**config.mk**
```make
export PLATFORM = sky130hd
export DESIGN_NAME = alu_execute_stage
export DESIGN_NICKNAME = d
export VERILOG_FILES = /design/src/rtl/alu_execute_stage.sv
export SDC_FILE = /design/constraint.sdc
export NUM_CORES = 1
export LEC_CHECK = 0
export BUFFER_PORTS_ARGS = -buffer_cell sky130_fd_sc_hd__buf_2
export CAP_MARGIN = 10
export CORE_MARGIN = 3
export CORE_UTILIZATION = 55
export DETAILED_ROUTE_END_ITERATION = 7
export PLACE_DENSITY = 0.76
export SYNTH_ARGS = -nofsm -noshare
export SYNTH_HDL_FRONTEND = slang
export SYNTH_SLANG_ARGS = --single-unit
```
**constraint.sdc**
```tcl
create_clock -name CLK -period 4.3 [get_ports CLK]
set_clock_uncertainty 0.05 [all_clocks]
set_input_delay 0.86 -clock CLK [delete_from_list [all_inputs] [get_ports CLK]]
set_output_delay 0.86 -clock CLK [all_outputs]
set_load 0.01 [all_outputs]
```
**src/rtl/alu_execute_stage.sv**
```systemverilog
// alu_execute_stage: multi-cycle execute/write-back sequencer that sits
// directly downstream of the 4x8-bit register unit. It accepts one decoded
// instruction, reads its operands, computes a single-cycle ALU result or an
// iterative shift-add multiply, then issues a one-cycle write-back strobe.
module alu_execute_stage #(
  parameter int DATA_W = 8,
  parameter int REG_AW = 2
) (
  input  logic              CLK,
  input  logic              Reset,
  input  logic              InstrValid,
  output logic              InstrReady,
  input  logic [2:0]        Opcode,
  input  logic [REG_AW-1:0] Rd,
  input  logic [REG_AW-1:0] Rs,
  input  logic [REG_AW-1:0] Rt,
  output logic [REG_AW-1:0] ReadRegister1,
  output logic [REG_AW-1:0] ReadRegister2,
  input  logic [DATA_W-1:0] ReadData1,
  input  logic [DATA_W-1:0] ReadData2,
  output logic              RegWrite,
  output logic [REG_AW-1:0] WriteRegister,
  output logic [DATA_W-1:0] RegWriteData,
  output logic              Zero,
  output logic              Carry,
  output logic              Busy
);

  localparam int CNT_W = (DATA_W > 1) ? $clog2(DATA_W) : 1;

  typedef enum logic [1:0] {IDLE, READ, EXEC, WB} state_e;

  typedef enum logic [2:0] {
    OP_ADD = 3'b000,
    OP_SUB = 3'b001,
    OP_AND = 3'b010,
    OP_OR  = 3'b011,
    OP_XOR = 3'b100,
    OP_SHL = 3'b101,
    OP_MUL = 3'b110,
    OP_NOP = 3'b111
  } opcode_e;

  state_e              state;
  opcode_e             op;
  logic [REG_AW-1:0]   dest;
  logic [DATA_W-1:0]   opA;
  logic [DATA_W-1:0]   opB;
  logic [DATA_W-1:0]   mulAcc;
  logic [CNT_W-1:0]    mulCnt;

  logic [DATA_W:0]     sum;
  logic [DATA_W-1:0]   aluResult;
  logic                aluCarry;
  logic [DATA_W-1:0]   mulPartial;
  logic [DATA_W-1:0]   mulResult;
  logic                mulLast;
  logic [DATA_W-1:0]   execResult;

  // Handshake and status are pure decodes of the registered state.
  assign InstrReady = (state == IDLE) && !Reset;
  assign Busy       = (state != IDLE);

  // Single-cycle ALU result and carry for the latched opcode and operands.
  always_comb begin
    // NOTE: every output of this block gets a default first so no path
    // leaves a value unassigned, which would otherwise infer a latch.
    aluResult = '0;
    aluCarry  = Carry;
    sum       = {1'b0, opA} + {1'b0, opB};
    case (op)
      OP_ADD: begin
        aluResult = sum[DATA_W-1:0];
        aluCarry  = sum[DATA_W];
      end
      OP_SUB: begin
        aluResult = opA - opB;
        aluCarry  = (opA < opB);
      end
      OP_AND:  aluResult = opA & opB;
      OP_OR:   aluResult = opA | opB;
      OP_XOR:  aluResult = opA ^ opB;
      OP_SHL:  aluResult = opA << opB[CNT_W-1:0];
      default: aluResult = '0;
    endcase
  end

  // One shift-add step per EXEC cycle: B is scanned LSB first, overflow dropped.
  always_comb begin
    mulPartial = opB[mulCnt] ? (opA << mulCnt) : '0;
    mulResult  = mulAcc + mulPartial;
    mulLast    = (mulCnt == CNT_W'(DATA_W - 1));
    execResult = (op == OP_MUL) ? mulResult : aluResult;
  end

  // Sequencer FSM with registered read addresses, write-back and flags.
  always_ff @(posedge CLK) begin
    // NOTE: state is updated with non-blocking assignments so every register
    // samples pre-edge values, independent of statement order.
    if (Reset) begin
      // NOTE: the operand and multiply registers are cleared together with the
      // control state so an aborted instruction leaves no stale datapath value.
      state         <= IDLE;
      op            <= OP_NOP;
      dest          <= '0;
      opA           <= '0;
      opB           <= '0;
      mulAcc        <= '0;
      mulCnt        <= '0;
      ReadRegister1 <= '0;
      ReadRegister2 <= '0;
      RegWrite      <= 1'b0;
      WriteRegister <= '0;
      RegWriteData  <= '0;
      Zero          <= 1'b0;
      Carry         <= 1'b0;
    end else begin
      RegWrite <= 1'b0;
      case (state)
        IDLE: begin
          if (InstrValid) begin
            op            <= opcode_e'(Opcode);
            dest          <= Rd;
            ReadRegister1 <= Rs;
            ReadRegister2 <= Rt;
            state         <= READ;
          end
        end
        READ: begin
          opA    <= ReadData1;
          opB    <= ReadData2;
          mulAcc <= '0;
          mulCnt <= '0;
          state  <= EXEC;
        end
        EXEC: begin
          if (op == OP_NOP) begin
            state <= IDLE;
          end else if (op == OP_MUL && !mulLast) begin
            mulAcc <= mulResult;
            mulCnt <= mulCnt + 1'b1;
          end else begin
            RegWrite      <= 1'b1;
            WriteRegister <= dest;
            RegWriteData  <= execResult;
            Zero          <= (execResult == '0);
            Carry         <= aluCarry;
            state         <= WB;
          end
        end
        WB:      state <= IDLE;
        default: state <= IDLE;
      endcase
    end
  end

endmodule

```
==> results of run 1 <==
-- state kept, by name, indices dropped and copies added (netlist names) --
register	count
Carry	1
ReadRegister1	2
ReadRegister2	2
RegWrite	1
RegWriteData	8
WriteRegister	2
Zero	1
dest	2
mulAcc	8
mulCnt	3
op	3
opA	8
opB	8
state	2
-- layout make-up --
type	instances	area (um2)	share of cell area, %
clock buffer	5	68.82	1.526
sequential	51	1021	22.64
multi-input combinational	421	2904	64.38
inverter	25	93.84	2.080
tap	99	123.9	2.746
timing repair buffer	49	252.7	5.603
clock inverter	3	46.29	1.026
-- layer usage --
layer	vias up	share of wire [%]	track usage [%]
li1	1946	-	-
met2	161	47	43.66
met5	-	0	0
met1	1897	45	35.88
met4	0	1.6	7.082
met3	18	6.6	3.701
-- worst max-delay path, cell delays in order, from the launching register on --
cell and delay [ns]:
dfxtp_1 0.32, buf_4 0.23, mux4_2 0.54, nand2b_1 0.14
nor4_1 0.06, ha_1 0.25, fa_1 0.42, a211oi_1 0.26
nor2_1 0.11, xnor2_1 0.24, o22ai_1 0.11, a211oi_1 0.30
and3_1 0.21, a41o_1 0.16
-- power by group through the flow --
stage / Combinational (mW) / Clock, mW / Sequential [mW]
after floorplan: 0.238 / 0 / 0.526
after global placement: 0.286 / 0 / 0.553
after detailed placement: 0.288 / 0 / 0.556
after CTS: 0.289 / 0.353 / 0.545
after global routing: 0.328 / 0.374 / 0.551
final: 0.296 / 0.347 / 0.546
-- synthesized netlist by cell type, types with 3 or more instances --
master and instances:
o211ai_1 3, nand3_1 16, o22ai_1 10, mux4_1 3, a21oi_1 46, a31oi_1 8, nor4b_1 3, dfxtp_1 51
nor2_1 49, buf_2 12, ha_1 34, xor2_1 3, a211oi_1 15, a22oi_1 10, inv_1 24, o21ai_0 11
nor2b_1 10, mux2i_1 17, xnor2_1 9, clkbuf_1 26, fa_1 3, nor3_1 13, or3_1 4, mux4_2 8
o21ai_1 4, nand2_1 74, a21o_1 4, nand3b_1 4, nor4_1 6, and3_1 3, nand2b_1 11
-- worst paths after layout --
kind               startpoint                to  slack (ns)  cells after the start
max                 mulCnt[0]              Zero        0.84                     13
min          ReadRegister2[1]  ReadRegister2[1]        0.41                      2
max reg2reg         mulCnt[0]              Zero        0.84                     13
min reg2reg  ReadRegister2[1]  ReadRegister2[1]        0.41                      2
-- stage by stage --
| step | hold slack, ns | total power [mW] |
|---|---|---|
| floorplan | 0.3860 | 0.7640 |
| detailed placement | 0.3985 | 0.8436 |
| global placement | 0.3915 | 0.8388 |
| finish | 0.4114 | 1.188 |
| global route | 0.4389 | 1.253 |
| CTS | 0.4133 | 1.187 |
-- logic make-up after synthesis --
logic type / after synthesis / synth area share [%]
AOI/OAI and AO/OA: 133 / 20.36
adders and majority gates: 37 / 11.58
and+or+nand+nor: 208 / 23.61
DFF: 51 / 24.36
muxes: 30 / 10.84
buffers and inverters: 65 / 6.358
xor gates and xnor gates: 13 / 2.896
==> impl_metrics.toml, run 1 <==
[layout]
fin_nets = 618
stdcell_count = 653
num_antenna_cells = 0
final_common_cell = "nand2_1"
design_area_um2 = 4511
final_util_pct = 61.53
area_growth_pct = 7.612
layout_common_cells = "nand2_1 (74), dfxtp_1 (51), nor2_1 (49), a21oi_1 (46), buf_2 (46)"
fillers = 686
final_layout_size_suffix_gt1_share_pct = 12.82

[routing]
drc_errors = 0
vias = 4022
vias_per_cell = 6.159
routed_wl_mm = 11.30
drt_iter0_drc = 446
antenna_left = 0
first_pass_iters = 6
wl_per_cell_um = 17.31

[yosys]
ys_seq_area_share_pct = 24.36
synth_enable_flop_cells = 0
yosysTopAreaCell = "dfxtp_1"
yosys_warnings = 0
ys.flop_type = "dfxtp_1"
netlist_area_um2 = 4192
async_flop_share_pct = 0
ys_types = 65
synth.avg_cell_area_um2 = 7.805
synthCells = 537
synth_top_cell_area_share_pct = 24.36
synth_seq_cells = 51
yosys-top-cells-area = "dfxtp_1 (24%), ha_1 (10%), nand2_1 (6.6%), a21oi_1 (5.5%), nor2_1 (4.4%)"
synth_nets = 602

[die]
ioPinCount = 47
core_area_um2 = 7331
num_rows = 31
die_h_um = 93.30
initial_core_util_pct = 57.18
die-area_um2 = 8705
die_x_um = 93.30

[sta]
max_freq_mhz = 289.3
timing_hold_violations_final = 0
slew_violations = 0
setup_viol = 0
fin_tns_setup_ns = 0
post-route-min-period_ns = 3.457
rsz0062_at_grt = "no"
worst_pin_slew_ns = 0.9840
slew_headroom_pct = 34.26
setup_ws_ns = 0.8432
fin_crit_sh_pct = 80.39

[power]
pwr-share-clk_pct = 29.2
ir_drop_v = 0.0002559
leakage_nw = 1.770
p_int_mw = 0.7904
p_switching_mw = 0.3979
p_comb_share_pct = 24.9
seqPwrFrac_pct = 46.0
p_per_area_nw_per_um2 = 263.4
swShare_pct = 33.49

[critical_path]
startpoint_type = "flop"
crit_fanout = 17
critPathKind = "flop to flop"
worstPathRequired_ns = 4.51
endpoint_kind = "flop"
arrival_ns = 3.66

[cts]
clkTransAtPathRegs_ns = 0.10
numCtsBuffers = 5
tritoncts = "built"
cts-htree-levels = 2
cts_setup_buffers = 0
cts_sinks = 51
clk_latency_ns = 0.31
cts_resized = 0
holdBufCountCts = 0
cts_buffer_depth = 2
root_buffer = "clkbuf_8"

[global_route]
grt_max_degree = 38
grt_pass1_wl_mm = 18.28
grt_usage_pct = 26.34
antenna_found_initial = 0
gr-total-overflow = 0
grt_pass1_vias = 3678

[status]
status = "finished clean"

[placement]
hpwl_mm = 8.520
dp.cells = 645
post_dp_cell_area_um2 = 4395
port_buffers = 46
gp_congestion = 0.9588
place_worst_setup_slack_ns = 0.9088

[job]
max_cap_violations = 0

[hold_path]
hold_path_class = "flop to flop"
Note: power is estimated with default switching activity, not from simulation.
==> run 2: changes to the inputs <==
Clock period 4.3 ns to 3.48 ns, I/O delays scaled along.
==> impl_metrics.toml, run 2 (synthesized netlist as in run 1, its figures left out) <==
[cts]
clk_latency_ns = 0.31
root_buffer = "clkbuf_8"
cts_sinks = 51
numCtsBuffers = 5
tritoncts = "built"
cts-htree-levels = 2
clkTransAtPathRegs_ns = 0.10
cts_buffer_depth = 2
holdBufCountCts = 0
cts_setup_buffers = 0

[sta]
fin_crit_sh_pct = 91.77
setup_viol = 0
worst_pin_slew_ns = 1.055
slew_headroom_pct = 29.49
slew_violations = 0
timing_hold_violations_final = 0
rsz0062_at_grt = "no"
max_freq_mhz = 313.1
post-route-min-period_ns = 3.194
fin_tns_setup_ns = 0

[hold_path]
hold_start = "ReadRegister1[0]"
hold_path_class = "flop to flop"
whs_path_depth = 2
hold_end = "ReadRegister1[0]"

[critical_path]
r2r-start = "mulCnt[0]"
reg2reg_depth = 12
crit_start = "mulCnt[0]"
endpoint_kind = "flop"
arrival_ns = 3.40
worstPathRequired_ns = 3.69
critPathKind = "flop to flop"
r2r_slack_ns = 0.29
crit_fanout = 3
startpoint_type = "flop"
reg2reg_to = "Zero"

[global_route]
grt_usage_pct = 26.54
gr-total-overflow = 0
grt_max_degree = 38
grt_pass1_wl_mm = 18.51
antenna_found_initial = 0
grt_pass1_vias = 3820

[layout]
stdcell_count = 663
final_layout_size_suffix_gt1_share_pct = 14.72
layout_common_cells = "nand2_1 (74), dfxtp_1 (50), nor2_1 (49), a21oi_1 (46), buf_2 (46)"
fin_nets = 628
num_antenna_cells = 0
final_common_cell = "nand2_1"
area_growth_pct = 8.955
fillers = 670

[status]
status = "finished clean"

[die]
initial_core_util_pct = 57.18
die-area_um2 = 8705
core_area_um2 = 7331
die_h_um = 93.30
die_x_um = 93.30
num_rows = 31
ioPinCount = 47

[routing]
vias_per_cell = 6.084
drt_iter0_drc = 339
routed_wl_mm = 11.29
first_pass_iters = 5
drc_errors = 0
vias = 4034
antenna_left = 0
wl_per_cell_um = 17.03

[job]
max_cap_violations = 0

[placement]
dp.cells = 655
hpwl_mm = 8.617
gp_congestion = 0.9922
port_buffers = 46

[power]
p_per_area_nw_per_um2 = 305.7
finalPower_mw = 1.396
leakage_nw = 1.810
ir_drop_v = 0.0002407
[run 2: repair_timing]
action | in CTS | in global routing
endpoints found under the hold margin | 0 | 0
endpoints found under the setup margin | 0 | 2
resized for setup | 0 | 2
[run 2: final cells by class]
class	instances	area, um2	area share (%)
Multi-Input combinational cell	421	2910	63.73
Sequential cell	51	1022	22.38
Timing Repair Buffer	59	327.8	7.178
Tap cell	99	123.9	2.712
Inverter	25	93.84	2.055
Clock buffer	5	68.82	1.507
Clock inverter	3	20.02	0.4384
[run 2: power by group]
part / internal [mW] / switching [mW]
logic: 0.158 / 0.236
registers: 0.610 / 0.0493
clock network: 0.140 / 0.203
total: 0.908 / 0.488
[run 2: how the worst max path moves through the flow]
stage / endpoint / cells past startpoint
6_report: Zero / 12
5_1_grt: Zero / 10
4_1_cts: Zero / 10
3_5_place_dp: Zero / 10
3_3_place_gp: Zero / 10
2_1_floorplan: Zero / 13
[run 2: routing by layer]
layer | vias up | global-route usage, % | part of all wire, %
li1 | 1964 | - | -
met1 | 1844 | 35.58 | 43
met2 | 196 | 43.60 | 47
met3 | 30 | 4.183 | 7.7
met4 | 0 | 8.669 | 2.7
met5 | - | 0 | 0
[run 2: metrics by stage]
step	util, %	worst slack, ns	hold slack (ns)	area, um2
3_3_place_gp	60.98	0.3381	0.3911	4471
5_1_grt	62.30	0.1223	0.4216	4567
3_5_place_dp	60.98	0.2964	0.3951	4471
2_1_floorplan	-	0.4139	0.3860	4192
4_1_cts	62.19	0.2787	0.4096	4559
6_report	62.30	0.2864	0.4054	4567
[run 2: critical path, stage by stage, from the launching register on]
cell and delay, ns:
dfxtp_1 0.36, mux4_2 0.52, nand2b_1 0.12, nor4_1 0.06, ha_1 0.22, fa_1 0.42, a211oi_1 0.27, nor2_1 0.11
xnor2_1 0.23, o22ai_1 0.11, a211oi_1 0.30, and3_1 0.21, a41o_1 0.16
